===== config.mk =====
export PLATFORM = sky130hd
export DESIGN_NAME = mem_port_arbiter
export DESIGN_NICKNAME = d
export VERILOG_FILES = /design/src/rtl/mem_port_arbiter.sv
export SDC_FILE = /design/constraint.sdc
export NUM_CORES = 1
export LEC_CHECK = 0
export CORE_MARGIN = 2
export CORE_UTILIZATION = 35
export CTS_CLUSTER_SIZE = 16
export DETAILED_ROUTE_END_ITERATION = 12
export MAX_ROUTING_LAYER = met4
export PLACE_DENSITY = 0.79
export REMOVE_ABC_BUFFERS = 1
export SLEW_MARGIN = 20
export SYNTH_ARGS = -nofsm -noshare
export SYNTH_HDL_FRONTEND = slang
export SYNTH_SLANG_ARGS = --single-unit

===== constraint.sdc =====
create_clock -name i_clk -period 4.4 [get_ports i_clk]
set_input_delay 0.88 -clock i_clk [delete_from_list [all_inputs] [get_ports i_clk]]
set_output_delay 0.88 -clock i_clk [all_outputs]
set_load 0.05 [all_outputs]

===== src/rtl/mem_port_arbiter.sv =====
// mem_port_arbiter: serialises IF (read-only) and DM (read/write) onto one memory port.
// Define ROUND_ROBIN_EN for round-robin conflict arbitration; default is DM priority.
module mem_port_arbiter #(
  parameter int AW      = 16,
  parameter int DW      = 32,
  parameter int MEM_LAT = 1
) (
  input  logic          i_clk,
  input  logic          i_rst,
  input  logic          i_if_req,
  input  logic [AW-1:0] i_if_addr,
  output logic          o_if_ack,
  output logic [DW-1:0] o_if_rdata,
  input  logic          i_dm_req,
  input  logic          i_dm_we,
  input  logic [AW-1:0] i_dm_addr,
  input  logic [DW-1:0] i_dm_wdata,
  output logic          o_dm_ack,
  output logic [DW-1:0] o_dm_rdata,
  output logic [AW-1:0] o_mem_addr,
  output logic [DW-1:0] o_mem_wdata,
  output logic          o_mem_we,
  output logic          o_mem_clk,
  input  logic [DW-1:0] i_mem_out,
  output logic [1:0]    o_grant,
  output logic          o_busy
);

  typedef enum logic [1:0] {
    S_IDLE,
    S_ISSUE,
    S_WAIT,
    S_RESP
  } state_t;

  localparam logic [3:0] LAST_CNT = 4'(MEM_LAT - 1);
  localparam logic [1:0] G_NONE   = 2'b00;
  localparam logic [1:0] G_IF     = 2'b01;
  localparam logic [1:0] G_DM     = 2'b10;

  state_t        r_state;
  state_t        w_state_nxt;
  logic [3:0]    r_cnt;
  logic [3:0]    w_cnt_nxt;
  logic          r_wr;
  logic          w_wr_nxt;
  logic          w_win_if;
  logic          w_win_dm;
  logic          w_if_ack_nxt;
  logic          w_dm_ack_nxt;
  logic [DW-1:0] w_if_rdata_nxt;
  logic [DW-1:0] w_dm_rdata_nxt;
  logic [AW-1:0] w_mem_addr_nxt;
  logic [DW-1:0] w_mem_wdata_nxt;
  logic          w_mem_we_nxt;
  logic          w_mem_clk_nxt;
  logic [1:0]    w_grant_nxt;
  logic          w_busy_nxt;

`ifdef ROUND_ROBIN_EN
  logic r_last_dm;
  logic w_last_dm_nxt;

  // On a conflict the requester not served last wins.
  assign w_win_if = i_if_req & (~i_dm_req | r_last_dm);
  assign w_last_dm_nxt = (r_state == S_IDLE && (w_win_if || w_win_dm)) ?
                         w_win_dm : r_last_dm;

  always_ff @(posedge i_clk or posedge i_rst) begin
    if (i_rst) r_last_dm <= 1'b1;
    else       r_last_dm <= w_last_dm_nxt;
  end
`else
  assign w_win_if = i_if_req & ~i_dm_req;
`endif
  assign w_win_dm = i_dm_req & ~w_win_if;

  always_ff @(posedge i_clk or posedge i_rst) begin
    if (i_rst) begin
      r_state     <= S_IDLE;
      r_cnt       <= '0;
      r_wr        <= 1'b0;
      o_if_ack    <= 1'b0;
      o_dm_ack    <= 1'b0;
      o_if_rdata  <= '0;
      o_dm_rdata  <= '0;
      o_mem_addr  <= '0;
      o_mem_wdata <= '0;
      o_mem_we    <= 1'b0;
      o_mem_clk   <= 1'b0;
      o_grant     <= G_NONE;
      o_busy      <= 1'b0;
    end else begin
      r_state     <= w_state_nxt;
      r_cnt       <= w_cnt_nxt;
      r_wr        <= w_wr_nxt;
      o_if_ack    <= w_if_ack_nxt;
      o_dm_ack    <= w_dm_ack_nxt;
      o_if_rdata  <= w_if_rdata_nxt;
      o_dm_rdata  <= w_dm_rdata_nxt;
      o_mem_addr  <= w_mem_addr_nxt;
      o_mem_wdata <= w_mem_wdata_nxt;
      o_mem_we    <= w_mem_we_nxt;
      o_mem_clk   <= w_mem_clk_nxt;
      o_grant     <= w_grant_nxt;
      o_busy      <= w_busy_nxt;
    end
  end

  always_comb begin
    w_state_nxt = S_IDLE;
    w_cnt_nxt   = '0;
    case (r_state)
      S_IDLE: begin
        if (w_win_if || w_win_dm) w_state_nxt = S_ISSUE;
      end
      S_ISSUE: w_state_nxt = S_WAIT;
      S_WAIT: begin
        if (r_cnt == LAST_CNT) begin
          w_state_nxt = S_RESP;
        end else begin
          w_state_nxt = S_WAIT;
          w_cnt_nxt   = r_cnt + 4'd1;
        end
      end
      S_RESP:  w_state_nxt = S_IDLE;
      default: w_state_nxt = S_IDLE;
    endcase
  end

  // Next values for the registered outputs; captured fields hold by default.
  always_comb begin
    w_mem_addr_nxt  = o_mem_addr;
    w_mem_wdata_nxt = o_mem_wdata;
    w_mem_we_nxt    = 1'b0;
    w_mem_clk_nxt   = 1'b0;
    w_grant_nxt     = o_grant;
    w_wr_nxt        = r_wr;
    w_if_ack_nxt    = 1'b0;
    w_dm_ack_nxt    = 1'b0;
    w_if_rdata_nxt  = o_if_rdata;
    w_dm_rdata_nxt  = o_dm_rdata;
    w_busy_nxt      = (w_state_nxt != S_IDLE);
    case (r_state)
      S_IDLE: begin
        if (w_win_if) begin
          w_mem_addr_nxt = i_if_addr;
          w_wr_nxt       = 1'b0;
          w_mem_clk_nxt  = 1'b1;
          w_grant_nxt    = G_IF;
        end else if (w_win_dm) begin
          w_mem_addr_nxt  = i_dm_addr;
          w_mem_wdata_nxt = i_dm_wdata;
          w_mem_we_nxt    = i_dm_we;
          w_wr_nxt        = i_dm_we;
          w_mem_clk_nxt   = 1'b1;
          w_grant_nxt     = G_DM;
        end
      end
      S_WAIT: begin
        if (w_state_nxt == S_RESP) begin
          if (o_grant == G_IF) begin
            w_if_ack_nxt   = 1'b1;
            w_if_rdata_nxt = i_mem_out;
          end else begin
            w_dm_ack_nxt = 1'b1;
            if (!r_wr) w_dm_rdata_nxt = i_mem_out;
          end
        end
      end
      S_RESP:  w_grant_nxt = G_NONE;
      default: ;
    endcase
  end

endmodule


### After elaboration in Yosys (flattened, before gate mapping)

Cells that the tools add are included.

* add/sub/neg operators: 1
* eq/ne operators: 6
* multiplexer cells: 24
* bitwise operators: 6
* reduce and logical (&&, ||, !) cells: 11

Operator list (count)
* $mux W16: 2
* $mux W1: 16
* $mux W4: 2
* $pmux W2 S4: 1
* $eq A2 B2 Y1 const B: 3
* $reduce_and A3 Y1: 2
* $reduce_bool A2 Y1: 3
* $add A4 B1 Y4 const B: 1
* $eq A2 B1 Y1 const B: 2
* $logic_not A4 Y1: 1
* $mux W2: 2
* $not A1 Y1: 4
* $pmux W2 S2: 1
* $reduce_and A2 Y1: 2
* $reduce_and A4 Y1: 1
* $ne A3 B3 Y1 const B: 1
* $and A1 B1 Y1: 2
* $logic_not A2 Y1: 1
* $logic_or A1 B1 Y1: 1

* register bits after elaboration: 126
* input port bits: 101
* output and inout bits: 119
* logic and storage cells: 61

### Longest topological paths before layout

Gate-level depths: netlist of run 1.

* word-level depth: 10
* gate-level depth with buffers: 7
* gate-level depth less buffers: 5

### Least setup slack after synthesis of run 1

Ideal clock, no wire load.

* kind: input to register
* from: input i_dm_req
* to: register o_mem_wdata[11]
* setup time: 0.125 ns
* arrival time: 1.739 ns
* data required time: 4.275 ns
* path slack: 2.536 ns
* cell stages on the path: 4
* path through: buf_2 > nand2_1 > buf_2 > mux2_2

* cells in the longest elaborated chain, start to end: 5

Ends and longest elaborated chain
* start, declared: RTL line 14 `input logic i_dm_req,`
* $not A1 Y1: RTL line 74 `assign w_win_if = i_if_req & ~i_dm_req;`
* $and A1 B1 Y1: RTL line 74
* $not A1 Y1 (no source line)
* $and A1 B1 Y1: RTL line 76 `assign w_win_dm = i_dm_req & ~w_win_if;`
* $reduce_and A3 Y1 (no source line) *
* end signal, assigned: RTL line 102 `o_mem_wdata <= w_mem_wdata_nxt;`
* end, declared: RTL line 21 `output logic [DW-1:0] o_mem_wdata,`

Every way passes the cells marked *; elsewhere a longest branch is shown, timed or not.
A chain may end at the register's enable or synchronous reset.

### Worst setup path after layout of run 1

* from: input i_dm_req
* to: register o_mem_addr[6]

* cells in the longest elaborated chain, start to end: 6

Ends and longest elaborated chain
* $not A1 Y1: RTL line 74
* $and A1 B1 Y1: RTL line 74
* $not A1 Y1 (no source line)
* $and A1 B1 Y1: RTL line 76
* $reduce_bool A2 Y1 (no source line)
* $reduce_and A2 Y1 (no source line)
* end signal, assigned: RTL line 101 `o_mem_addr <= w_mem_addr_nxt;`
* end, declared: RTL line 20 `output logic [AW-1:0] o_mem_addr,`

Several ways; a longest one is shown, not always the timed one.

==> results of run 1 <==
==> state kept, by name, indices dropped and copies added (netlist names) <==
register and cells:
o_dm_ack 1, o_mem_addr 16, o_if_ack 1, o_mem_clk 1
r_wr 1, o_mem_we 1, r_cnt 4, o_busy 1
r_state 2, o_dm_rdata 32, o_if_rdata 32, o_grant 2
o_mem_wdata 32
==> critical path, delay by kind of cell <==
kind,cells,cell delay (ps)
buffers and inverters,1,780
AOI/OAI and AO/OA,2,370
and+or+nand+nor,1,940
==> metrics by stage <==
step                hold slack [ps]  cells  utilization (%)  area, um^2
finish                          483    732             56.9        7900
global route                    492    732             56.9        7900
CTS                             486    732             56.9        7900
detailed placement              474    702             52.7        7320
global placement                468    702             52.7        7320
floorplan                       459    299                -        4860
==> worst max-delay path by stage <==
stage	startpoint	to	cells after the start
detailed placement	i_dm_req	o_mem_addr[5]$_DFFE_PP0P_	4
global route	i_dm_req	o_mem_addr[6]$_DFFE_PP0P_	4
floorplan	i_rst	o_busy$_DFF_PP0_	1
CTS	i_dm_req	o_mem_addr[5]$_DFFE_PP0P_	4
global placement	i_dm_req	o_mem_addr[14]$_DFFE_PP0P_	4
finish	i_dm_req	o_mem_addr[6]$_DFFE_PP0P_	4
==> logic make-up (layout without fill, tap and decap cells) <==
| kind of cell | count (synthesis) | after routing | synth area share, % |
|---|---|---|---|
| flops | 126 | 126 | 63.5 |
| mux | 97 | 97 | 22.0 |
| compound gates | 38 | 38 | 6.42 |
| buf+inv | 25 | 262 | 2.95 |
| simple gates | 21 | 21 | 3.35 |
| fa+ha+maj | 6 | 6 | 1.51 |
| xor+xnor | 2 | 2 | 0.353 |
==> layer usage <==
| layer | vias up | GRT usage [%] | wire length (um) |
|---|---|---|---|
| met3 | 24 | 5.63 | 1090 |
| li1 | 1581 | - | - |
| met1 | 1731 | 18.2 | 4770 |
| met5 | - | - | 0 |
| met2 | 200 | 25.8 | 5760 |
| met4 | 0 | 8.10 | 300 |
==> cell type report <==
| type | instances | area [um^2] | area share (%) |
|---|---|---|---|
| clock buffers | 24 | 502 | 6.35 |
| clock inverters | 6 | 82.6 | 1.04 |
| inverters | 9 | 36.3 | 0.459 |
| multi-input cells | 164 | 1670 | 21.1 |
| flip-flops and latches | 126 | 3150 | 39.9 |
| well taps | 180 | 225 | 2.85 |
| repair buffers | 223 | 2230 | 28.3 |
==> placed cells by master (no fill, tap or decap), types with 2 or more instances in the layout <==
master / n
nor2_1: 4
ha_1: 6
a22o_1: 31
clkdlybuf4s50_1: 219
clkinv_2: 3
dfrtp_1: 126
clkbuf_16: 17
clkbuf_1: 2
nand3b_1: 3
mux2_2: 91
mux2_1: 5
and2_1: 2
buf_4: 3
inv_1: 8
nand2_1: 3
bufinv_16: 2
clkbuf_8: 5
==> impl_results.md, run 1 <==
* Final #Nets at 648
* Yosys reg bits at 126
* Final WL at 11900 um
* Worst-path cell chain: clkdlybuf4s50_1, nor2b_1, a22o_1, a22o_1
* Reg2reg setup slack at 1990 ps
* R2r startpoint: r_cnt[0]$_DFF_PP0_
* FP Rows at 43
* Most frequent cell after synthesis: dfrtp_1
* Total GRT Usage at about 16%
* Filler cell count at 1084
* First-pass GRT wire length at 18000 um
* Crit end category: register
* Area Overhead vs Synth at 59.1%
* H-tree level count at 4
* Max capacitance violation total at 0
* Crit Path Max Fanout at 21
* Fmax at 379 MHz
* Top cells by area, synth: dfrtp_1 63%, mux2_2 21%, a22o_1 5.5%
* Port Buffers at 219
* Final setup fails at 0
* Post-route setup slack at 1760 ps
* Vias in the first global route at 3691
* Worst hold path type: register to register
* Post-Place Worst Slack at 1320 ps
* Max-slew violations at 0
* CP Data Arrival Time at 2980 ps
* Total gr overflow at 0
* Slowest CP cell: nor2b_1
* Netlist cell types at 33
* Die area at 15200 um^2
* Synth top area share at 63.5%
* Avg Cell Area, Syn at 15.8 um^2
* Maximum root-to-sink buffer count at 2
* WP data required at 4740 ps
* Mapped Area at 4970 um^2
* Period utilisation layout at 60.0%
* Synth top cells by count: 126 x dfrtp_1, 91 x mux2_2, 31 x a22o_1
* Hold-fix buffers at CTS at 0
* DIE HEIGHT at 123 um
* TritonCTS clock tree: done
* Ys Warns at 0
* Vias per inst at 4.83
* HPWL after DPL at approximately 8800 um
* Largest net degree at the start of global routing at 66
* Initial DRC Count at 111
* Fin crit period at 2640 ps
* CTS Sinks at between 100 and 150
* Worst-skew pair later-pin latency at 400 ps
* Ys flop type: dfrtp_1
* Share of cells above drive strength 1 at 23.2%
* Post-CTS Setup Inserts at 0
* Max_slew headroom at approximately a third
* Core area at 13900 um^2
* CP peak stage delay at between 900 and 1000 ps
* Tightest Pin Transition at 998 ps
* Routed WL per cell at between 15 and 20 um
* Seq/Total Area, Yosys at between 60% and 70%
* Initial antenna violation count at 0
* Die W at 123 um
* RSZ-0062 raised after global routing: false
* Final ANT Viol Nets at 0
* DRT Pass-1 Iters at 4
* Status: finished, final reports clean
* EDFF count, synth at 0
* Io pins at 220
* Cells after Synth at 315
* Crit path kind: input port to register
* CTS-repair resized insts at 0
* Final GP Congestion at 0.750
* Hold depth at 1
* DR vias at 3536
* Root Driver: clkbuf_16
* ANT cells at 0
* Startpoint types: input port
* Reg clk slew, reported paths at approximately 50 ps
* Hold Startpoint: o_dm_rdata[0]$_DFFE_PP0P_
* Worst Hold Path EP: o_dm_rdata[0]$_DFFE_PP0P_
* Fin Setup TNS at 0 ps
* Asr flop ratio synth at 100%
* Cell mode on critical path: a22o_1
* Final hold violation count at 0
* Starting Density at a little over a third
* Drc violations at 0
* Worst reg2reg path depth at 5
* Reg2reg end: o_if_rdata[17]$_DFFE_PP0P_
* Num CTS Buffers at 17
* Worst Skew at 4.72 ps
* Synth area leader: dfrtp_1
Power of run 1 is not shown: default switching activity piles up to over one toggle a cycle in this logic, so the estimate is an artifact.
==> run 2: changes to the inputs <==
- clock period: 4.4 -> 2.2 ns (I/O delays scaled with it)
==> impl_results.md, run 2 (synthesis gave the netlist of run 1 again) <==
* Fin crit period at approximately 2100 ps
* Crit path max-delay family: buffers and inverters
* CTS Sinks at 126 (unchanged)
* Area Overhead vs Synth at 61.5%
* Max-slew violations at 0 (unchanged)
* Startpoint types: register
* Final WL at 12200 um (+1.9%)
* Worst-path cell chain: clkdlybuf4s50_1
* Max_slew headroom at 32.8% (-0.54 points)
* Io pins at 220 (unchanged)
* Vias in the first global route at 3714 (+0.62%)
* CP peak stage delay at 830 ps (-110 ps)
* Routed WL per cell at 16.3 um (+0.23%)
* Most frequent cells in the layout: 219 x clkdlybuf4s50_1, 126 x dfrtp_1, 91 x mux2_2
* CP Depth at 1 (-3)
* Tightest Pin Transition at 1010 ps (+8.15 ps)
* Crit path kind: register to output port
* Initial DRC Count at 134 (+21%)
* Top Registers: o_dm_rdata x32, o_if_rdata x32, o_mem_wdata x32
* Die W at 123 um (unchanged)
* RSZ-0062 raised after global routing: false
* Final setup fails at 0 (unchanged)
* Maximum root-to-sink buffer count at 2 (unchanged)
* Port Buffers at 219 (unchanged)
* Hold-fix buffers at CTS at 0 (unchanged)
* Drc violations at 0 (unchanged)
* CTS-repair resized insts at 0 (unchanged)
* Period utilisation layout at 94.8%
* Largest net degree at the start of global routing at 50 (-24%)
* TritonCTS clock tree: done
* FP Rows at 43 (unchanged)
* Fmax at around 480 MHz
* HPWL after DPL at 8890 um (+1.6%)
* Final ANT Viol Nets at 0 (unchanged)
* Worst Skew at 9.51 ps (+4.79 ps)
* ANT cells at 0 (unchanged)
* Starting Density at 35.8% (unchanged)
* Final #Nets at 658 (+1.5%)
* Crit Path Max Fanout at 4 (-81%)
* Worst reg2reg path depth at 6 (+1)
* DIE HEIGHT at 123 um (unchanged)
* Core area at 13900 um^2 (unchanged)
* Worst-skew pair later-pin latency at 410 ps (about the same)
* Bufs and invs on worst path at 1 (unchanged)
* Num CTS Buffers at 17 (unchanged)
* Most common cell after layout, fill and taps aside: clkdlybuf4s50_1
* WP data required at 1760 ps (-2980 ps)
* Reg clk slew, reported paths at 60 ps (about the same)
* Final hold violation count at 0 (unchanged)
* Final core occ at 57.8% (+0.88 points)
* Worst hold path type: input port to asynchronous set/reset pin
* DR vias at 3507 (-0.82%)
* Vias per inst at 4.71 (-2.4%)
* Post-CTS Setup Inserts at 0 (unchanged)
* Total gr overflow at 0 (unchanged)
* Status: finished, final reports clean
* Total GRT Usage at 16.7% (+0.48 points)
* Crit end category: output port
* Slowest CP cell: clkdlybuf4s50_1
* Share of cells above drive strength 1 at 25.0% (+1.8 points)
* DRT Pass-1 Iters at 4 (unchanged)
* Die area at 15200 um^2 (unchanged)
* Root Driver: clkbuf_16
* CP Data Arrival Time at 1650 ps (-1330 ps)
* First-pass GRT wire length at 18500 um (+2.5%)
* Initial antenna violation count at 0 (unchanged)
* Final GP Congestion at 0.797 (+6.3%)
* WHS at 345 ps (-137 ps)
* H-tree level count at 4 (unchanged)
* Max capacitance violation total at 0 (unchanged)
run 2: cell count changes in the layout (fill, tap and decap cells not counted), sizes merged:
cell,change
clkbuf,-4
clkinvlp,+4
inv,+1
clkinv,+1
buf,+10
run 2: layout make-up:
class | instances | area, um^2
sequential | 126 | 3150
clock inverter | 12 | 138
inverter | 9 | 36.3
clock buffer | 20 | 457
fill | 1090 | 5860
timing repair buffer | 233 | 2350
multi-input combinational | 164 | 1670
tap | 180 | 225
run 2: path summary, 6_finish.rpt:
kind | from | endpoint | slack, ps
max in group asynchronous | i_rst | o_dm_rdata[22]$_DFFE_PP0P_ | 1280
hold / removal | i_rst | o_mem_wdata[13]$_DFFE_PP0P_ | 350
min in group i_clk | o_dm_rdata[28]$_DFFE_PP0P_ | o_dm_rdata[28]$_DFFE_PP0P_ | 490
setup / recovery | o_grant[0]$_DFFE_PP0P_ | o_grant[0] | 110
hold reg to reg | o_dm_rdata[28]$_DFFE_PP0P_ | o_dm_rdata[28]$_DFFE_PP0P_ | 490
setup reg to reg | r_state[0]$_DFF_PP0_ | o_dm_rdata[12]$_DFFE_PP0P_ | 280
run 2: per-stage QoR:
stage	cells	worst slack [ps]	area, um^2	TNS, ps
after floorplan	299	-1600	4860	-205400
after global placement	712	155	7430	0
after detailed placement	712	-25.1	7430	-77.9
after CTS	744	82.8	8030	0
after global routing	744	57.5	8030	0
final	744	114	8030	0
run 2: metal layers:
| metal | vias up | wire length (um) | GRT usage (%) |
|---|---|---|---|
| met2 | 182 | 6050 | 27.1 |
| met4 | 0 | 188 | 7.03 |
| li1 | 1617 | - | - |
| met1 | 1692 | 4910 | 19.0 |
| met5 | - | 0 | - |
| met3 | 16 | 1010 | 5.58 |
Power of run 2 is left out for the same reason.
==> run 3: changes to the inputs <==
- ABC_AREA: not set -> 1
- PLACE_DENSITY: 0.79 -> 0.77
==> impl_results.md, run 3 <==
* Final WL at 14600 um (+21%)
* Vias in the first global route at 4676 (+26%)
* ANT cells at 0 (unchanged)
* Post-CTS Setup Inserts at 0 (unchanged)
* WP data required at 1760 ps (about the same)
* Tightest Pin Transition at 553 ps (-453 ps)
* Crit Path Max Fanout at 2 (-2)
* H-tree level count at 4 (unchanged)
* Ys flop type: dfrtp_1
* Worst-path cell chain: clkdlybuf4s50_1
* Final GP Congestion at 0.839 (+5.2%)
* Num CTS Buffers at 17 (unchanged)
* Synth top cells by count: 284 x nand2_1, 126 x dfrtp_1, 49 x inv_1
* Reg clk slew, reported paths at 50 ps (about the same)
* Worst Skew at 6.72 ps (-2.79 ps)
* Fin crit period at 2070 ps (-12.3 ps)
* Most frequent cells in the layout: 284 x nand2_1, 219 x clkdlybuf4s50_1, 126 x dfrtp_1
* Most common cell after layout, fill and taps aside: nand2_1
* Asr flop ratio synth at 100% (unchanged)
* Vias per inst at 4.64 (-1.6%)
* DIE HEIGHT at 127 um (+2.9%)
* RSZ-0062 raised after global routing: false
* Share of cells above drive strength 1 at 5.55% (-19 points)
* Netlist cell types at 25 (-24%)
* Drc violations at 0 (unchanged)
* Final core occ at 56.1% (-1.7 points)
* Bufs and invs on worst path at 1 (unchanged)
* First-pass GRT wire length at 23600 um (+28%)
* Io pins at 220 (unchanged)
* Port Buffers at 219 (unchanged)
* Slowest CP cell: clkdlybuf4s50_1
* Status: finished, final reports clean
* Pleak at 3.97 nW
* Crit path max-delay family: buffers and inverters
* Initial DRC Count at 236 (+76%)
* CTS-repair resized insts at 0 (unchanged)
* Final #Nets at 925 (+41%)
* Worst hold path type: input port to asynchronous set/reset pin
* Core area at 14600 um^2 (+5.5%)
* DR vias at 4700 (+34%)
* Starting Density at 36.0% (+0.20 points)
* Max capacitance violation total at 0 (unchanged)
* Cells after Synth at 597 (+90%)
* Final setup fails at 0 (unchanged)
* Area after DPL at 7670 um^2 (+3.2%)
* Initial antenna violation count at 0 (unchanged)
* Final hold violation count at 0 (unchanged)
* Startpoint types: register
* FP Rows at 44 (+2.3%)
* Crit end category: output port
* WHS at 371 ps (+25.4 ps)
* Fin Setup TNS at 0 ps (unchanged)
* Hold-fix buffers at CTS at 0 (unchanged)
* Total gr overflow at 0 (unchanged)
* Yosys reg bits at 126 (unchanged)
* Final ANT Viol Nets at 0 (unchanged)
* DRT Pass-1 Iters at 4 (unchanged)
* Max-slew violations at 0 (unchanged)
* Die area at 16100 um^2 (+5.9%)
* TritonCTS clock tree: done
* Top Registers: o_dm_rdata x32, o_if_rdata x32, o_mem_wdata x32
* CP peak stage delay at 840 ps (about the same)
* Mapped Area at 5270 um^2 (+6.1%)
* Maximum root-to-sink buffer count at 2 (unchanged)
* Peak supply drop at 0.00102 V
* Top cells by area, synth: dfrtp_1 60%, nand2_1 20%, o21bai_1 4.6%
* Crit path kind: register to output port
* Die W at 127 um (+2.9%)
* PD cells at 1860 nW/um^2
* Synth area leader: dfrtp_1
* Area Overhead vs Synth at 55.8%
* Fmax at 482 MHz (+0.59%)
* Ys Warns at 0 (unchanged)
* DP Cell Count at 983 (+38%)
* EDFF count, synth at 0 (unchanged)
* Final Non-Filler Cells at 1013 (+36%)
* Largest net degree at the start of global routing at 57 (+14%)
* Synth top area share at 59.8% (-3.6 points)
* Most frequent cell after synthesis: nand2_1
* Seq/Total Area, Yosys at 59.8% (-3.6 points)
* Max_slew headroom at 63.0% (+30 points)
* CP Data Arrival Time at 1630 ps (-20 ps)
* CTS Sinks at 126 (unchanged)
* Design Area, Final at 8210 um^2 (+2.4%)
* Total GRT Usage at 19.4% (+2.6 points)
* HPWL after DPL at 10000 um (+12%)
* Period utilisation layout at 94.2% (-0.56 points)
* Root Driver: clkbuf_16
* Routed WL per cell at 14.5 um (-11%)
* Worst-skew pair later-pin latency at 410 ps (about the same)
* Avg Cell Area, Syn at 8.83 um^2 (-44%)
## run 3: changes by cell type in the layout (fill, tap and decap cells not counted), sizes merged, moves of 17 or more
cell	delta
nand2	+284
mux2	-96
inv	+40
o21bai	+32
a22o	-31
o21ai	+30
nor3	+17
## run 3: metrics by stage
step / total power, mW / setup WS, ps
5_1_grt: 16.1 / 61.1
6_report: 15.3 / 127
4_1_cts: 15.4 / 85.1
3_5_place_dp: 12.7 / 279
3_3_place_gp: 12.6 / 367
2_1_floorplan: 9.52 / -1600
## run 3: worst paths after layout
check / depth (start not counted) / slack, ps / from / end
setup / recovery: 1 / 130 / o_mem_wdata[27]$_DFFE_PP0P_ / o_mem_wdata[27]
setup reg to reg: 7 / 390 / r_state[0]$_DFF_PP0_ / o_if_rdata[5]$_DFFE_PP0P_
hold reg to reg: 2 / 470 / o_if_rdata[26]$_DFFE_PP0P_ / o_if_rdata[26]$_DFFE_PP0P_
min in group i_clk: 2 / 470 / o_if_rdata[26]$_DFFE_PP0P_ / o_if_rdata[26]$_DFFE_PP0P_
max in group asynchronous: 3 / 1210 / i_rst / o_mem_addr[5]$_DFFE_PP0P_
hold / removal: 2 / 370 / i_rst / o_mem_wdata[28]$_DFFE_PP0P_
## run 3: logic make-up (layout without fill, tap and decap cells)
family                     count (synthesis)  after routing  synth area share (%)
buffers and inverters                     78            310                  6.62
AOI/OAI and AO/OA                         66             66                  7.81
xor gates and xnor gates                   1              1                 0.166
and+or+nand+nor                          320            320                  24.2
DFF                                      126            126                  59.8
adders and majority gates                  6              6                  1.42
## run 3: metal layers
metal / share of wire (%) / vias up / GRT usage, %
met3: 7.9 / 23 / 5.78
met5: 0 / - / -
met1: 44 / 2175 / 23.5
met4: 1.7 / 0 / 7.18
met2: 46 / 222 / 30.8
li1: - / 2280 / -
## run 3: area by class of cell
class,instances,area (um^2)
Tap cell,184,230
Clock inverter,8,92.6
Clock buffer,22,454
Multi-Input combinational cell,393,1770
Timing Repair Buffer,230,2320
Sequential cell,126,3150
Fill cell,1311,6430
Inverter,50,190
## run 3: report_power, final
| group | internal [mW] | switching [mW] |
|---|---|---|
| logic | 2.77 | 5.82 |
| registers | 3.42 | 0.614 |
| clock network | 1.67 | 0.960 |
| total | 7.87 | 7.40 |
Power figures use the tool's default switching activity.
